--- config.mk ---
export PLATFORM = sky130hd
export DESIGN_NAME = of_lookup_arbiter
export DESIGN_NICKNAME = d
export VERILOG_FILES = /design/src/rtl/of_lookup_arbiter_pkg.sv /design/src/rtl/fallthrough_small_fifo.sv /design/src/rtl/of_lookup_arbiter.sv
export SDC_FILE = /design/constraint.sdc
export NUM_CORES = 1
export LEC_CHECK = 0
export CAP_MARGIN = 20
export CORE_MARGIN = 2
export CORE_UTILIZATION = 25
export DETAILED_ROUTE_END_ITERATION = 10
export PLACE_DENSITY = 0.52
export SETUP_SLACK_MARGIN = 0.3
export SYNTH_ARGS = -nofsm -noshare
export SYNTH_HDL_FRONTEND = slang
export SYNTH_HIERARCHICAL = 1
export SYNTH_SLANG_ARGS = --single-unit
--- constraint.sdc ---
create_clock -name clk -period 7.6 [get_ports clk]
set_input_delay 0.76 -clock clk [delete_from_list [all_inputs] [get_ports clk]]
set_output_delay 0.76 -clock clk [all_outputs]
set_load 0.02 [all_outputs]
--- src/rtl/of_lookup_arbiter_pkg.sv ---
// Shared action-word definitions and arbiter-local types for the lookup result merge.
package of_lookup_arbiter_pkg;

  // Action word geometry shared with the lookup engines and the action processor.
  localparam int unsigned OF_ACTION_DATA_WIDTH = 64;
  localparam int unsigned OF_ACTION_CTRL_WIDTH = 16;

  // Action field positions.
  localparam int unsigned OF_ACTION_CTRL_OUTPUT_PORT_POS   = 0;
  localparam int unsigned OF_ACTION_DATA_OUTPUT_PORT_POS   = 0;
  localparam int unsigned OF_ACTION_DATA_OUTPUT_PORT_WIDTH = 16;

  // One-hot output-port mask of the CPU port.
  localparam logic [OF_ACTION_DATA_OUTPUT_PORT_WIDTH-1:0] OF_CPU_PORT_MASK =
    OF_ACTION_DATA_OUTPUT_PORT_WIDTH'(2);

  // Default miss action: forward the packet to the CPU port.
  localparam logic [OF_ACTION_CTRL_WIDTH-1:0] OF_MISS_ACTION_CTRL =
    OF_ACTION_CTRL_WIDTH'(1) << OF_ACTION_CTRL_OUTPUT_PORT_POS;
  localparam logic [OF_ACTION_DATA_WIDTH-1:0] OF_MISS_ACTION_DATA =
    OF_ACTION_DATA_WIDTH'(OF_CPU_PORT_MASK) << OF_ACTION_DATA_OUTPUT_PORT_POS;

  // Arbiter FSM states.
  typedef enum logic [1:0] {
    ST_IDLE  = 2'd0,
    ST_ISSUE = 2'd1,
    ST_FLUSH = 2'd2
  } arb_state_t;

  // Which source supplied a resolved action.
  typedef enum logic [1:0] {
    SRC_EXACT = 2'd0,
    SRC_WILD  = 2'd1,
    SRC_MISS  = 2'd2
  } act_src_t;

endpackage

--- src/rtl/fallthrough_small_fifo.sv ---
// Small first-word-fallthrough FIFO: the head entry is visible on dout_o whenever not empty.
module fallthrough_small_fifo #(
  parameter int unsigned WIDTH          = 8,
  parameter int unsigned MAX_DEPTH_BITS = 2
) (
  input  logic             clk,
  input  logic             reset,
  input  logic             wr_en_i,
  input  logic [WIDTH-1:0] din_i,
  input  logic             rd_en_i,
  output logic [WIDTH-1:0] dout_o,
  output logic             full_o,
  output logic             nearly_full_o,
  output logic             empty_o
);

  localparam int unsigned DEPTH = 1 << MAX_DEPTH_BITS;
  localparam int unsigned CNT_W = MAX_DEPTH_BITS + 1;

  logic [WIDTH-1:0]          mem_q [DEPTH];
  logic [MAX_DEPTH_BITS-1:0] wr_ptr_q, wr_ptr_d;
  logic [MAX_DEPTH_BITS-1:0] rd_ptr_q, rd_ptr_d;
  logic [CNT_W-1:0]          count_q, count_d;
  logic                      do_rd;
  logic                      do_wr;

  // A write into a full queue is accepted only when a pop frees a slot in the same cycle.
  assign do_rd = rd_en_i && (count_q != '0);
  assign do_wr = wr_en_i && ((count_q != CNT_W'(DEPTH)) || do_rd);

  // Pointer and occupancy next-state.
  always_comb begin
    wr_ptr_d = wr_ptr_q;
    rd_ptr_d = rd_ptr_q;
    count_d  = count_q;
    if (do_wr) wr_ptr_d = wr_ptr_q + MAX_DEPTH_BITS'(1);
    if (do_rd) rd_ptr_d = rd_ptr_q + MAX_DEPTH_BITS'(1);
    case ({do_wr, do_rd})
      2'b10:   count_d = count_q + CNT_W'(1);
      2'b01:   count_d = count_q - CNT_W'(1);
      default: count_d = count_q;
    endcase
  end

  // Pointer and occupancy registers.
  always_ff @(posedge clk) begin
    if (reset) begin
      wr_ptr_q <= '0;
      rd_ptr_q <= '0;
      count_q  <= '0;
    end else begin
      wr_ptr_q <= wr_ptr_d;
      rd_ptr_q <= rd_ptr_d;
      count_q  <= count_d;
    end
  end

  // Storage array; contents need no reset since occupancy gates visibility.
  always_ff @(posedge clk) begin
    if (do_wr) mem_q[wr_ptr_q] <= din_i;
  end

  assign dout_o        = mem_q[rd_ptr_q];
  assign empty_o       = (count_q == '0);
  assign full_o        = (count_q == CNT_W'(DEPTH));
  assign nearly_full_o = (count_q >= CNT_W'(DEPTH - 1));

endmodule

--- src/rtl/of_lookup_arbiter.sv ---
// Merges exact-match and wildcard lookup results into one prioritised action stream.
module of_lookup_arbiter
  import of_lookup_arbiter_pkg::*;
#(
  parameter int unsigned ACTION_DATA_WIDTH = OF_ACTION_DATA_WIDTH,
  parameter int unsigned ACTION_CTRL_WIDTH = OF_ACTION_CTRL_WIDTH,
  parameter int unsigned QUEUE_DEPTH_BITS  = 2,
  parameter int unsigned SYNC_TIMEOUT      = 1024
) (
  input  logic                         clk,
  input  logic                         reset,
  input  logic                         exact_valid,
  input  logic                         exact_hit,
  input  logic [ACTION_DATA_WIDTH-1:0] exact_action_data,
  input  logic [ACTION_CTRL_WIDTH-1:0] exact_action_ctrl,
  output logic                         exact_rdy,
  input  logic                         wild_valid,
  input  logic                         wild_hit,
  input  logic [ACTION_DATA_WIDTH-1:0] wild_action_data,
  input  logic [ACTION_CTRL_WIDTH-1:0] wild_action_ctrl,
  output logic                         wild_rdy,
  input  logic [ACTION_DATA_WIDTH-1:0] miss_action_data,
  input  logic [ACTION_CTRL_WIDTH-1:0] miss_action_ctrl,
  output logic [ACTION_DATA_WIDTH-1:0] action_data_bus,
  output logic [ACTION_CTRL_WIDTH-1:0] action_ctrl_bus,
  output logic                         action_valid,
  input  logic                         action_nearly_full,
  output logic [31:0]                  exact_hit_count,
  output logic [31:0]                  wild_hit_count,
  output logic [31:0]                  miss_count,
  output logic                         sync_error
);

  localparam int unsigned ENTRY_W = 1 + ACTION_CTRL_WIDTH + ACTION_DATA_WIDTH;
  localparam int unsigned TIMER_W = $clog2(SYNC_TIMEOUT + 1);

  arb_state_t state_q, state_d;

  logic [ENTRY_W-1:0] exact_dout, wild_dout;
  logic exact_empty, exact_full, exact_nf;
  logic wild_empty, wild_full, wild_nf;
  logic exact_wr, wild_wr, exact_pop, wild_pop;
  logic exact_ovf, wild_ovf;
  logic issue, flush_enter;

  logic                         exact_head_hit, wild_head_hit;
  logic [ACTION_DATA_WIDTH-1:0] res_data;
  logic [ACTION_CTRL_WIDTH-1:0] res_ctrl;
  act_src_t                     res_src;

  logic [TIMER_W-1:0]           timeout_q, timeout_d;
  logic [ACTION_DATA_WIDTH-1:0] act_data_q, act_data_d;
  logic [ACTION_CTRL_WIDTH-1:0] act_ctrl_q, act_ctrl_d;
  logic                         act_valid_q, act_valid_d;
  logic [31:0]                  exact_cnt_q, exact_cnt_d;
  logic [31:0]                  wild_cnt_q, wild_cnt_d;
  logic [31:0]                  miss_cnt_q, miss_cnt_d;
  logic                         sync_err_q, sync_err_d;

  // Engine writes are ignored while flushing; overflow is a write the queue cannot take.
  assign exact_wr  = exact_valid && (state_q != ST_FLUSH);
  assign wild_wr   = wild_valid  && (state_q != ST_FLUSH);
  assign exact_ovf = exact_wr && exact_full && !exact_pop;
  assign wild_ovf  = wild_wr  && wild_full  && !wild_pop;

  fallthrough_small_fifo #(
    .WIDTH          (ENTRY_W),
    .MAX_DEPTH_BITS (QUEUE_DEPTH_BITS)
  ) u_exact_q (
    .clk           (clk),
    .reset         (reset),
    .wr_en_i       (exact_wr),
    .din_i         ({exact_hit, exact_action_ctrl, exact_action_data}),
    .rd_en_i       (exact_pop),
    .dout_o        (exact_dout),
    .full_o        (exact_full),
    .nearly_full_o (exact_nf),
    .empty_o       (exact_empty)
  );

  fallthrough_small_fifo #(
    .WIDTH          (ENTRY_W),
    .MAX_DEPTH_BITS (QUEUE_DEPTH_BITS)
  ) u_wild_q (
    .clk           (clk),
    .reset         (reset),
    .wr_en_i       (wild_wr),
    .din_i         ({wild_hit, wild_action_ctrl, wild_action_data}),
    .rd_en_i       (wild_pop),
    .dout_o        (wild_dout),
    .full_o        (wild_full),
    .nearly_full_o (wild_nf),
    .empty_o       (wild_empty)
  );

  assign exact_head_hit = exact_dout[ENTRY_W-1];
  assign wild_head_hit  = wild_dout[ENTRY_W-1];

  // Priority resolution of the queue heads: exact hit, then wildcard hit, then miss.
  always_comb begin
    res_data = miss_action_data;
    res_ctrl = miss_action_ctrl;
    res_src  = SRC_MISS;
    if (exact_head_hit) begin
      res_data = exact_dout[ACTION_DATA_WIDTH-1:0];
      res_ctrl = exact_dout[ENTRY_W-2 -: ACTION_CTRL_WIDTH];
      res_src  = SRC_EXACT;
    end else if (wild_head_hit) begin
      res_data = wild_dout[ACTION_DATA_WIDTH-1:0];
      res_ctrl = wild_dout[ENTRY_W-2 -: ACTION_CTRL_WIDTH];
      res_src  = SRC_WILD;
    end
  end

  // Pairing watchdog: counts while exactly one queue holds results, saturating at the limit.
  always_comb begin
    timeout_d = timeout_q;
    if ((state_q == ST_FLUSH) || !(exact_empty ^ wild_empty)) begin
      timeout_d = '0;
    end else if (!action_nearly_full && (timeout_q != TIMER_W'(SYNC_TIMEOUT))) begin
      timeout_d = timeout_q + TIMER_W'(1);
    end
  end

  // FSM next-state and queue pop control.
  always_comb begin
    state_d     = state_q;
    exact_pop   = 1'b0;
    wild_pop    = 1'b0;
    issue       = 1'b0;
    flush_enter = 1'b0;
    case (state_q)
      ST_IDLE: begin
        if (timeout_d >= TIMER_W'(SYNC_TIMEOUT)) begin
          state_d     = ST_FLUSH;
          flush_enter = 1'b1;
        end else if (!exact_empty && !wild_empty && !action_nearly_full) begin
          exact_pop = 1'b1;
          wild_pop  = 1'b1;
          issue     = 1'b1;
          state_d   = ST_ISSUE;
        end
      end
      ST_ISSUE: state_d = ST_IDLE;
      ST_FLUSH: begin
        exact_pop = !exact_empty;
        wild_pop  = !wild_empty;
        if (exact_empty && wild_empty) state_d = ST_IDLE;
      end
      default: state_d = ST_IDLE;
    endcase
  end

  // Action register, statistics and sticky pairing error next-state.
  always_comb begin
    act_data_d  = act_data_q;
    act_ctrl_d  = act_ctrl_q;
    act_valid_d = issue;
    exact_cnt_d = exact_cnt_q;
    wild_cnt_d  = wild_cnt_q;
    miss_cnt_d  = miss_cnt_q;
    sync_err_d  = sync_err_q || exact_ovf || wild_ovf || flush_enter;
    if (issue) begin
      act_data_d = res_data;
      act_ctrl_d = res_ctrl;
      case (res_src)
        SRC_EXACT: exact_cnt_d = exact_cnt_q + 32'd1;
        SRC_WILD:  wild_cnt_d  = wild_cnt_q + 32'd1;
        default:   miss_cnt_d  = miss_cnt_q + 32'd1;
      endcase
    end
  end

  // State and output registers.
  always_ff @(posedge clk) begin
    if (reset) begin
      state_q     <= ST_IDLE;
      timeout_q   <= '0;
      act_data_q  <= '0;
      act_ctrl_q  <= '0;
      act_valid_q <= 1'b0;
      exact_cnt_q <= '0;
      wild_cnt_q  <= '0;
      miss_cnt_q  <= '0;
      sync_err_q  <= 1'b0;
    end else begin
      state_q     <= state_d;
      timeout_q   <= timeout_d;
      act_data_q  <= act_data_d;
      act_ctrl_q  <= act_ctrl_d;
      act_valid_q <= act_valid_d;
      exact_cnt_q <= exact_cnt_d;
      wild_cnt_q  <= wild_cnt_d;
      miss_cnt_q  <= miss_cnt_d;
      sync_err_q  <= sync_err_d;
    end
  end

  // Ready is withheld during reset so engines never write into a queue being cleared.
  assign exact_rdy = !reset && !exact_nf && (state_q != ST_FLUSH);
  assign wild_rdy  = !reset && !wild_nf  && (state_q != ST_FLUSH);

  assign action_data_bus = act_data_q;
  assign action_ctrl_bus = act_ctrl_q;
  assign action_valid    = act_valid_q;
  assign exact_hit_count = exact_cnt_q;
  assign wild_hit_count  = wild_cnt_q;
  assign miss_count      = miss_cnt_q;
  assign sync_error      = sync_err_q;

endmodule

* After elaboration in Yosys (flattened, before gate mapping)
Memories as Yosys holds them, arrays and structs flattened. A register that Yosys moved wholly into a read port is not among the register bits. Index checks and enable logic that the tools add are counted. W data, S select, Z words.
Storage, ports and cells: flip-flop bits (word level) 205, ROM bits 0, output and inout bits 180, logic and storage cells 123, bits of input ports 247, memories 2, RAM bits 648, latch bits 0
Memories:
- u_exact_q.mem_q | depth 4, bits a word 81, read ports 1, clocked after memory_dff 1, wr ports 1, line fallthrough_small_fifo.sv:20 | logic [WIDTH-1:0] mem_q [DEPTH];
- u_wild_q.mem_q | depth 4, bits a word 81, read ports 1, clocked after memory_dff 1, wr ports 1, line fallthrough_small_fifo.sv:20
Operators by class: equal/unequal tests 14, shift operators 0, bitwise logic cells 2, $mul 0, multiplexer cells 29, order comparisons 3, reductions and logical operators 46, div/mod/pow operators 0, $add $sub $neg 12
Operator list (number):
- $mux W64 | 2
- $add A32 B1 Y32 const B | 3
- $mux W16 | 2
- $mux W11 | 2
- $logic_and A1 B1 Y1 | 18
- $mux W2 | 9
- $pmux W3 S2 | 2
- $add A11 B1 Y11 const B | 1
- $ge A11 B11 Y1 const B | 1
- $ne A11 B11 Y1 const B | 1
- $logic_not A1 Y1 | 9
- $mux W1 | 9
- $ne A3 B3 Y1 const B | 3
- $add A2 B1 Y2 const B | 4
- $reduce_and A2 Y1 | 4
- $add A3 B1 Y3 const B | 2
- $eq A2 B1 Y1 const B | 3
- $eq A2 B2 Y1 const B | 3
- $eq A3 B3 Y1 const B | 2
- $ge A3 B2 Y1 const B | 2
- $logic_not A3 Y1 | 2
- $logic_or A1 B1 Y1 | 6
- $reduce_bool A3 Y1 | 2
- $sub A3 B1 Y3 const B | 2
- 9 further kinds | 12

* Logic depth before layout (Yosys ltp)
Gate-level depths: netlist (run 1).
depth after elaboration 13, gate-level depth with buffers 17, gate-level depth less buffers 14

* Hierarchy
The synthesis (run 1) kept the hierarchy.
By module, submodules not included:
- fallthrough_small_fifo | times used 2, area each 12175.4 µm², cells an instance 483
- of_lookup_arbiter | times used 1, area each 10486.3 µm², cells an instance 1282

* Worst setup path before layout (run 1)
No wires, ideal clock.
path type register to register, from register u_exact_q.count_q[0], to memory u_exact_q/mem_q[0][0] (netlist name) (enable), arrival 4590 ps, path slack 2562 ps, clock period less this slack 5038 ps, library setup time 448 ps, cell stages (with the launch flop) 15, cells stage by stage dfxtp_1 -> buf_6 -> nor3_1 -> inv_1 -> ha_1 -> nand2b_1 -> nand2b_1 -> mux2_2 -> nand2_1 -> clkbuf_1 -> clkbuf_1 -> o21ai_0 -> nor4b_2 -> nor2b_1 -> and2_1
Between the ends: word-level cells in the longest chain between the ends 13, elaborated cells between the ends (all ways) 19, classes of those cells order compare: 1; eq/ne: 1; mux: 6; bitwise: 1; reduce/logical: 10
RTL lines:
- start, declared | line fallthrough_small_fifo.sv:23 | logic [CNT_W-1:0] count_q, count_d;
- start signal, assigned | line fallthrough_small_fifo.sv:54 | count_q <= count_d;
- $logic_not A3 Y1 (*) | line fallthrough_small_fifo.sv:64 | assign empty_o = (count_q == '0);
- via exact_empty | line of_lookup_arbiter.sv:40 | logic exact_empty, exact_full, exact_nf;
- $xor A1 B1 Y1 | line of_lookup_arbiter.sv:118 | if ((state_q == ST_FLUSH) || !(exact_empty ^ wild_empty)) begin
- $logic_not A1 Y1 | line of_lookup_arbiter.sv:118
- $logic_or A1 B1 Y1 | line of_lookup_arbiter.sv:118
- $mux W11 | line of_lookup_arbiter.sv:118
- $ge A11 B11 Y1 | line of_lookup_arbiter.sv:134 | if (timeout_d >= TIMER_W'(SYNC_TIMEOUT)) begin
- $mux W1 | line of_lookup_arbiter.sv:134
- $pmux W1 S2 (*) | line of_lookup_arbiter.sv:132 | case (state_q)
- via exact_pop | line of_lookup_arbiter.sv:42 | logic exact_wr, wild_wr, exact_pop, wild_pop;
- $logic_and A1 B1 Y1 (*) | line fallthrough_small_fifo.sv:28 | assign do_rd = rd_en_i && (count_q != '0);
- $logic_or A1 B1 Y1 (*) | line fallthrough_small_fifo.sv:29 | assign do_wr = wr_en_i && ((count_q != CNT_W'(DEPTH)) || do_rd);
- $logic_and A1 B1 Y1 (*) | line fallthrough_small_fifo.sv:29
- $mux W1 (*) | line fallthrough_small_fifo.sv:60 | if (do_wr) mem_q[wr_ptr_q] <= din_i;
- $mux W1 (not written as such) (*) | line fallthrough_small_fifo.sv:60
- end, declared | line fallthrough_small_fifo.sv:20
Mark *: on every way through the listed nets, which the timed path passes. The rest lies on a longest branch.

* Final worst setup path (run 1)
from register u_exact_q.count_q[0], to memory u_exact_q/mem_q[0][8] (netlist name) (enable)
Same word-level chain as after synthesis.

==> results of run 1 <==
flip-flops by register name, summed over array words and instances, names as in the netlist, 11 cells and up, named ones only:
register,count
timeout_q,11
action_ctrl_bus,16
action_data_bus,64
miss_count,32
exact_hit_count,32
u_wild_q/mem_q,324
wild_hit_count,32
u_exact_q/mem_q,324
how the worst max path moves through the flow:
stage | start | endpoint | slack [ps]
finish | u_exact_q/count_q[0] | u_exact_q/mem_q[0][8] | 2800
floorplan | u_exact_q/count_q[0] | u_exact_q/mem_q[0][0] | 2560
CTS | u_exact_q/count_q[0] | u_exact_q/mem_q[0][8] | 2770
global placement | action_nearly_full | u_exact_q/mem_q[0][8] | 2370
global route | u_exact_q/count_q[0] | u_exact_q/mem_q[1][4] | 2410
detailed placement | action_nearly_full | u_exact_q/mem_q[1][8] | 2270
logic make-up (layout without fill, tap and decap cells):
kind of cell    Yosys count  in the layout  synth area share
mux                     250            250             0.130
other cells               0             10                 0
flops                   857            857             0.679
compound gates          371            371            0.0713
xor+xnor                 20             20           0.00503
buf+inv                 197            655            0.0228
simple gates            536            536            0.0854
fa+ha+maj                17             17           0.00654
cells in the final DEF (no fill, tap or decap), types with 17 or more instances in the layout:
cell / instances
edfxtp_1: 648
clkdlybuf4s50_1: 425
dfxtp_1: 205
a21oi_1: 165
mux4_2: 160
nor2_1: 139
clkbuf_16: 94
nor4_1: 83
mux2i_1: 82
a31o_2: 80
or4_1: 66
o31ai_1: 64
nand3_1: 52
nand4_1: 44
nand2_1: 42
buf_4: 32
clkbuf_1: 25
inv_1: 23
o21ai_0: 17
routing by layer:
layer | routed length [um] | up-vias
met1 | 46800 | 10900
met2 | 50900 | 688
met3 | 8310 | 158
li1 | - | 9869
met5 | 184 | -
met4 | 2000 | 30
cell type report:
cell class              instances  area (um2)  share of cell area
clock inverters                50         651              0.0147
well taps                    1794        2240              0.0508
flip-flops and latches        857       23700               0.536
repair buffers                459        4530               0.103
inverters                      24        92.6             0.00210
diodes                         10        25.0            0.000567
multi-input cells            1194       10500               0.237
clock buffers                 122        2490              0.0563
power groups by stage:
stage	sequential, W	combinational (W)	clock, W
floorplan	0.00539	0.000355	0
global placement	0.00538	0.000743	0
detailed placement	0.00538	0.000745	0
CTS	0.00528	0.000748	0.00480
global route	0.00529	0.000789	0.00498
finish	0.00528	0.000729	0.00466
per-stage QoR:
step                power (W)  setup slack [ps]
floorplan             0.00574              2560
global route           0.0111              2410
detailed placement    0.00613              2270
global placement      0.00612              2370
CTS                    0.0108              2770
finish                 0.0107              2800
worst max-delay path, cell delays in order, from the launching register on:
cell,delay (ps)
dfxtp_1,390
nor3_1,370
inv_1,80
ha_1,360
nand2b_1,110
nand2b_1,170
mux2_2,320
nand2_4,220
o21ai_0,350
nor4b_2,130
nor2b_1,460
and2_4,830
buf_4,530
==> flow_summary.ini, run 1 <==
[worst_setup_path]
critPathRequiredTime_ps = 7930
r2r_slack_ps = 2800
reg2reg_to = u_exact_q/mem_q[0][8]
cp_max_fo = 55
r2r_cells = 12
start_kind = flop
r2r_start = u_exact_q/count_q[0]
cp-end-kind = flop
crit_arrival_ps = 5130
worstSetupPathType = flop to flop

[placement]
dpl_cell_area_um2 = 41000
io_buffers = 426
dp_hpwl_um = 73400
place_congestion = 0.794
dpl.cell_count = 4328

[logic_synthesis]
synth_edf_count = 648
synth_seq_cells = 857
synth.most_common_cell = edfxtp_1
avgSynthCellArea_um2 = 15.5
synth_cell_types = 51
yosysSeqAreaShare = 0.679
synthArstFlopShare = 0
syn_nets = 2512
yosys.area.top_type = edfxtp_1
postSynthCellCount = 2248
syn_area_um2 = 34800
ys_warn_count = 6
synth_top_area_frac = 0.559
synth-main-ff-cell = edfxtp_1
synth_common_cells = edfxtp_1 (648), dfxtp_1 (209), a21oi_1 (165), mux4_2 (162), nor2_1 (139)
synth_area_leaders = edfxtp_1 (56%), dfxtp_1 (12%), mux4_2 (10%)

[timing]
setup_tns_ps = 0
slew-limit-headroom = 0.305
worst-slew-pin-transition_ps = 1040
rsz0062_at_grt = no
hold_viol = 0
hold_ws_ps = 477
slew_violations = 0
setup-violations-final = 0
fin_crit_ps = 4800
fin_crit_sh = 0.631
max_freq_mhz = 209
finClkSkew_ps = 76.0

[die]
fp.dieW_um = 377
fp.dieH_um = 377
row_count = 136
pin_count = 427
dieArea_um2 = 142000
initial_core_util = 0.253
core-area_um2 = 138000

[drt]
routed_wirelength_um = 108000
viasPerCell = 4.79
drc_errors = 0
drt-pass1-iter-count = 5
via_count = 21600
ant_nets = 0
avgRoutedWirePerCell_um = 24.0
first_iter_violations = 1625

[hold_path]
min_path_cells = 2
hold_start = exact_hit_count[31]
hold_class = flop to flop
holdPathEnd = exact_hit_count[31]

[pwr]
power_density_nw_per_um2 = 242
power_frac_clock = 0.437
netSwitchingPower_w = 0.00246
intPower_w = 0.00822
seq_power_share = 0.495
switching_share = 0.230
comb_power_share = 0.068
p_leak_nw = 13.7
vdd_ir_drop_max_mv = 0.170

[outcome]
status = finished clean

[final_layout]
post-route-util = 0.320
layout.cells.non_filler = 4510
drive_above_1_share = 0.166
area_growth_pct = 26.7
fillers = 13500
layout.nets = 2894
stdcell_area_um2 = 44100

[clock_network]
cts_max_path_buffers = 3
cts_resized = 0
clk_pin_slew_ps = 60
clock_sinks = 857
cts_tree = done
cts_root_buf = clkbuf_16
cts_inserted_buffers = 94
htree_num_levels = 3
hold_buffers = 0
cts_setup_buffers = 0
clk_latency_ps = 720

[grt]
grt_pass1_wl_um = 154000
grt_pass1_vias = 21300
busiest_layer = met2
antenna_found_initial = 42
global_route.usage.met3 = 0.0438
overflow = 0
grt_usage = 0.149
met2_usage = 0.238
grtUsageMet1 = 0.197
grt_max_degree = 182

[job]
maxCapViolCount = 0
No activity file was read; power rests on OpenSTA's default activity.
==> inputs of run 2 (changes only) <==
Clock period 7.6 ns to 4.85 ns, I/O delays scaled along.
==> run 2 against run 1 <==
Flip-flop and latch count did not move. Clock-buffer cell count rose by 7. Clock skew fell by 17 ps. Fmax rose by 16%. Critical path type unchanged. Combinational power rose by 60%. Non-clock buffer count rose by 11. Critical endpoint is now u_exact_q/mem_q[1][37]. First-iteration DRC count fell by 0.18%. Register-to-register slack got worse by 2100 ps. Sequential power rose by 57%. Setup slack got worse by 2100 ps. Utilization rose by 0.28 points.
==> flow_summary.ini, run 2 (same netlist as run 1, synthesis figures left out) <==
[outcome]
status = finished clean

[final_layout]
stdcell_area_um2 = 44500
post-route-util = 0.323
final_cell_mix = edfxtp_1 (648), clkdlybuf4s50_1 (425), dfxtp_1 (205), a21oi_1 (165), mux4_2 (160)
area_growth_pct = 27.8
drive_above_1_share = 0.174
layout.nets = 2907
mostFrequentLayoutCell = edfxtp_1

[grt]
grt_max_degree = 149
grt_usage = 0.148
busiest_layer = met2
grtUsageMet1 = 0.197
overflow = 0
global_route.usage.met3 = 0.0540
grt_pass1_wl_um = 153000
antenna_found_initial = 48
met2_usage = 0.226
grt_pass1_vias = 21500

[worst_setup_path]
cp_max_fo = 26
cpPeakStageDelay_ps = 590
path_common_cell = nand2b_1
r2r_start = u_exact_q/count_q[0]
cp_slowest_cell = and2_4
r2r_cells = 12
reg2reg_to = u_exact_q/mem_q[1][37]
r2r_slack_ps = 730
critPathRequiredTime_ps = 5240
cp-end-kind = flop
crit_arrival_ps = 4510
start_kind = flop
worstSetupPathType = flop to flop
path_cells = nor3_1, inv_1, ha_1, nand2b_1, nand2b_1, mux2_2, nand2_4, o21ai_0, nor4b_2, nor2b_1, and2_4, buf_4

[die]
row_count = 136
fp.dieH_um = 377
core-area_um2 = 138000
initial_core_util = 0.253
dieArea_um2 = 142000
pin_count = 427
fp.dieW_um = 377

[clock_network]
cts_tree = done
clock_sinks = 857
htree_num_levels = 3
cts_inserted_buffers = 96
cts_max_path_buffers = 3
cts_setup_buffers = 0
cts_resized = 0
hold_buffers = 0
cts_root_buf = clkbuf_16
clk_pin_slew_ps = 60
clk_latency_ps = 710

[hold_path]
hold_class = input pin to flop
hold_start = reset
min_path_cells = 2
holdPathEnd = action_valid

[placement]
place_congestion = 0.744
io_buffers = 426
dp_hpwl_um = 72200
dpl_cell_area_um2 = 41300

[timing]
setup-violations-final = 0
setup_tns_ps = 0
rsz0062_at_grt = no
fin_crit_sh = 0.849
finClkSkew_ps = 59.3
slew-limit-headroom = 0.384
worst-slew-pin-transition_ps = 918
fin_crit_ps = 4120
hold_viol = 0
hold_ws_ps = 364
slew_violations = 0
max_freq_mhz = 243

[drt]
via_count = 21800
drc_errors = 0
ant_nets = 0
drt-pass1-iter-count = 5
avgRoutedWirePerCell_um = 23.7
first_iter_violations = 1622
routed_wirelength_um = 107000
viasPerCell = 4.80

[pwr]
power_density_nw_per_um2 = 378
vdd_ir_drop_max_mv = 0.255
p_leak_nw = 13.9

[job]
maxCapViolCount = 0
run 2: changes by cell type in the layout (fill, tap and decap cells not counted), sizes merged:
cell      before  now
diode         10   11
bufinv        10    9
clkinv        30   32
clkbuf       123  130
buf           33   44
clkinvlp       6    3
run 2: critical path, delay by kind of cell, from the launching register on:
family	cells	cell delay (ps)
compound gates	1	310
fa+ha+maj	1	350
buf+inv	2	410
flops	1	390
mux	1	340
simple gates	7	2000
run 2: how the worst max path moves through the flow:
| stage | from | to | slack, ps | depth (start not counted) |
|---|---|---|---|---|
| 6_report | u_exact_q/count_q[0] | u_exact_q/mem_q[1][37] | 730 | 12 |
| 5_1_grt | u_exact_q/count_q[0] | u_exact_q/mem_q[1][45] | 430 | 12 |
| 4_1_cts | u_exact_q/count_q[0] | u_exact_q/mem_q[1][45] | 700 | 12 |
| 3_5_place_dp | action_nearly_full | u_exact_q/mem_q[1][37] | 470 | 10 |
| 3_3_place_gp | action_nearly_full | u_exact_q/mem_q[1][37] | 570 | 10 |
| 2_1_floorplan | u_exact_q/count_q[0] | u_exact_q/mem_q[0][0] | 690 | 14 |
run 2: per-stage QoR:
| stage | std cells | power, W | setup WS [ps] |
|---|---|---|---|
| CTS | 4516 | 0.0171 | 705 |
| global route | 4520 | 0.0174 | 428 |
| global placement | 4339 | 0.00962 | 573 |
| detailed placement | 4339 | 0.00963 | 470 |
| finish | 4527 | 0.0168 | 733 |
| floorplan | 2248 | 0.00898 | 691 |
run 2: where the power goes:
group          internal, W  switching (W)
Combinational     0.000496       0.000672
Sequential         0.00820      0.0000703
Clock              0.00431        0.00307
Total               0.0130        0.00381
run 2: layout make-up:
type | instances | area (um2)
Inverter | 24 | 92.6
Clock inverter | 48 | 579
Timing Repair Buffer | 470 | 4850
Fill cell | 13400 | 93300
Tap cell | 1794 | 2240
Multi-Input combinational cell | 1194 | 10500
Sequential cell | 857 | 23700
Clock buffer | 129 | 2630
Antenna cell | 11 | 27.5
run 2: layer usage:
| metal | vias to the layer above | wire, um |
|---|---|---|
| met1 | 10900 | 46400 |
| met3 | 184 | 9780 |
| met2 | 650 | 48300 |
| li1 | 9936 | - |
| met4 | 66 | 2330 |
| met5 | - | 411 |
==> inputs of run 3 (changes only) <==
Settings changed: PLACE_DENSITY 0.52 to 0.54.
Clock period 4.85 ns to 3.7 ns, I/O delays scaled along.
==> run 3 against run 2 <==
Clock-buffer cell count fell by 3. Utilization rose by 0.13 points. Sequential share of layout area fell by 0.21 points. Setup slack got worse by 280 ps. First-iteration DRC count rose by 25%.
==> flow_summary.ini, run 3 (same netlist as run 1, synthesis figures left out) <==
[worst_setup_path]
r2r_slack_ps = 450
worstSetupPathType = flop to flop
critPathRequiredTime_ps = 4070
cp-end-kind = flop
cp-startpoint = u_exact_q/count_q[2]
cp_max_fo = 26
cpPeakStageDelay_ps = 600
r2r_cells = 12
reg2reg_to = u_exact_q/mem_q[2][15]
r2r_start = u_exact_q/count_q[2]
path_common_cell = nand2b_1
crit_family = simple AND/OR/NAND/NOR gates
start_kind = flop
cp_slowest_cell = and2_4
crit_arrival_ps = 3620
cp.buffers_inverters = 2
path_cells = nor3_4, inv_1, ha_4, nand2b_1, nand2b_1, mux2_4, nand2_4, o21ai_4, nor4b_4, nor2b_4, and2_4, buf_12

[pwr]
intPower_w = 0.0171
comb_power_share = 0.071
switching_share = 0.224
vdd_ir_drop_max_mv = 0.346
power_frac_clock = 0.435
power_density_nw_per_um2 = 492
netSwitchingPower_w = 0.00493
seq_power_share = 0.493
p_leak_nw = 13.9

[die]
initial_core_util = 0.253
dieArea_um2 = 142000
row_count = 136
core-area_um2 = 138000
fp.dieW_um = 377
fp.dieH_um = 377
pin_count = 427

[placement]
place_congestion = 0.782
io_buffers = 426
dp_hpwl_um = 73000
dpl_worst_slack_ps = 156

[clock_network]
clock_sinks = 857
clk_pin_slew_ps = 60
cts_inserted_buffers = 94
clk_latency_ps = 700
htree_num_levels = 3
cts_max_path_buffers = 3
cts_tree = done
cts_root_buf = clkbuf_16

[final_layout]
drive_above_1_share = 0.178
mostFrequentLayoutCell = edfxtp_1
fillers = 13500
layout.nets = 2919
final_cell_mix = edfxtp_1 (648), clkdlybuf4s50_1 (425), dfxtp_1 (203), a21oi_1 (165), mux4_2 (160)
area_growth_pct = 28.4

[timing]
hold_ws_ps = 305
slew_violations = 0
slew-limit-headroom = 0.378
worst-slew-pin-transition_ps = 933
fin_crit_ps = 3250
finClkSkew_ps = 47.3
layout_setup_ws_ps = 452
setup-violations-final = 0
hold_viol = 0
fin_crit_sh = 0.878
setup_tns_ps = 0
rsz0062_at_grt = yes
max_freq_mhz = 308

[job]
maxCapViolCount = 0

[outcome]
status = finished clean

[grt]
grt_pass1_wl_um = 155000
overflow = 0
antenna_found_initial = 52
grt_usage = 0.149
grt_max_degree = 123
grt_pass1_vias = 21800

[drt]
avgRoutedWirePerCell_um = 24.0
ant_nets = 0
routed_wirelength_um = 109000
via_count = 22100
drt-pass1-iter-count = 5
viasPerCell = 4.87
first_iter_violations = 2028
drc_errors = 0

[hold_path]
holdPathEnd = u_exact_q/mem_q[0][48]
hold_start = exact_action_data[48]
min_path_cells = 1
hold_class = input pin to flop
==> run 3: cell types whose count changed in the layout (fill, tap and decap cells not counted), moves of 3 or more <==
cell,delta
and2_2,+3
buf_12,+4
buf_4,+5
clkbuf_8,-4
clkinv_1,+3
clkinv_2,-4
==> run 3: timing repair <==
action                                  4_1_cts  5_1_grt
resized for setup                             0        6
pin swaps                                     0        5
endpoints found under the setup margin       61      386
endpoints found under the hold margin         6        0
hold buffers                                  1        0
gates cloned                                  0        3
setup buffers                                 0        5
==> run 3: power groups by stage <==
| stage | logic (W) | clock network [W] | registers (W) |
|---|---|---|---|
| after global routing | 0.00170 | 0.0102 | 0.0109 |
| after CTS | 0.00160 | 0.00986 | 0.0108 |
| after global placement | 0.00159 | 0 | 0.0110 |
| final | 0.00157 | 0.00957 | 0.0108 |
| after detailed placement | 0.00160 | 0 | 0.0111 |
| after floorplan | 0.000745 | 0 | 0.0110 |
==> run 3: through the flow <==
stage | cells | area (um2) | util | power (W)
detailed placement | 4344 | 41500 | 0.301 | 0.0126
global route | 4533 | 44700 | 0.324 | 0.0228
floorplan | 2248 | 34900 | - | 0.0118
CTS | 4518 | 44600 | 0.324 | 0.0223
finish | 4536 | 44700 | 0.324 | 0.0220
global placement | 4344 | 41500 | 0.301 | 0.0126
==> run 3: layout make-up <==
cell class | instances | area (um2) | area share
multi-input cells | 1197 | 10600 | 0.236
clock buffers | 126 | 2590 | 0.0578
diodes | 10 | 25.0 | 0.000560
repair buffers | 481 | 4980 | 0.111
well taps | 1794 | 2240 | 0.0502
inverters | 24 | 92.6 | 0.00207
clock inverters | 47 | 557 | 0.0125
flip-flops and latches | 857 | 23700 | 0.529
==> run 3: layer usage <==
metal,share of wire,track usage,vias to the layer above,routed length (um)
li1,-,-,9943,-
met1,0.41,0.188,11200,45100
met2,0.47,0.238,669,51500
met3,0.086,0.0535,200,9350
met4,0.024,0.0429,68,2600
met5,0.0042,0,-,461
==> run 3: how the worst max path moves through the flow <==
stage                                   endpoint  depth (start not counted)
after floorplan             u_exact_q/count_q[2]                         16
after global placement     u_wild_q/mem_q[2][42]                         10
after detailed placement   u_wild_q/mem_q[2][38]                         10
after CTS                  u_wild_q/mem_q[2][15]                         12
after global routing       u_exact_q/mem_q[2][5]                         12
final                     u_exact_q/mem_q[2][15]                         12
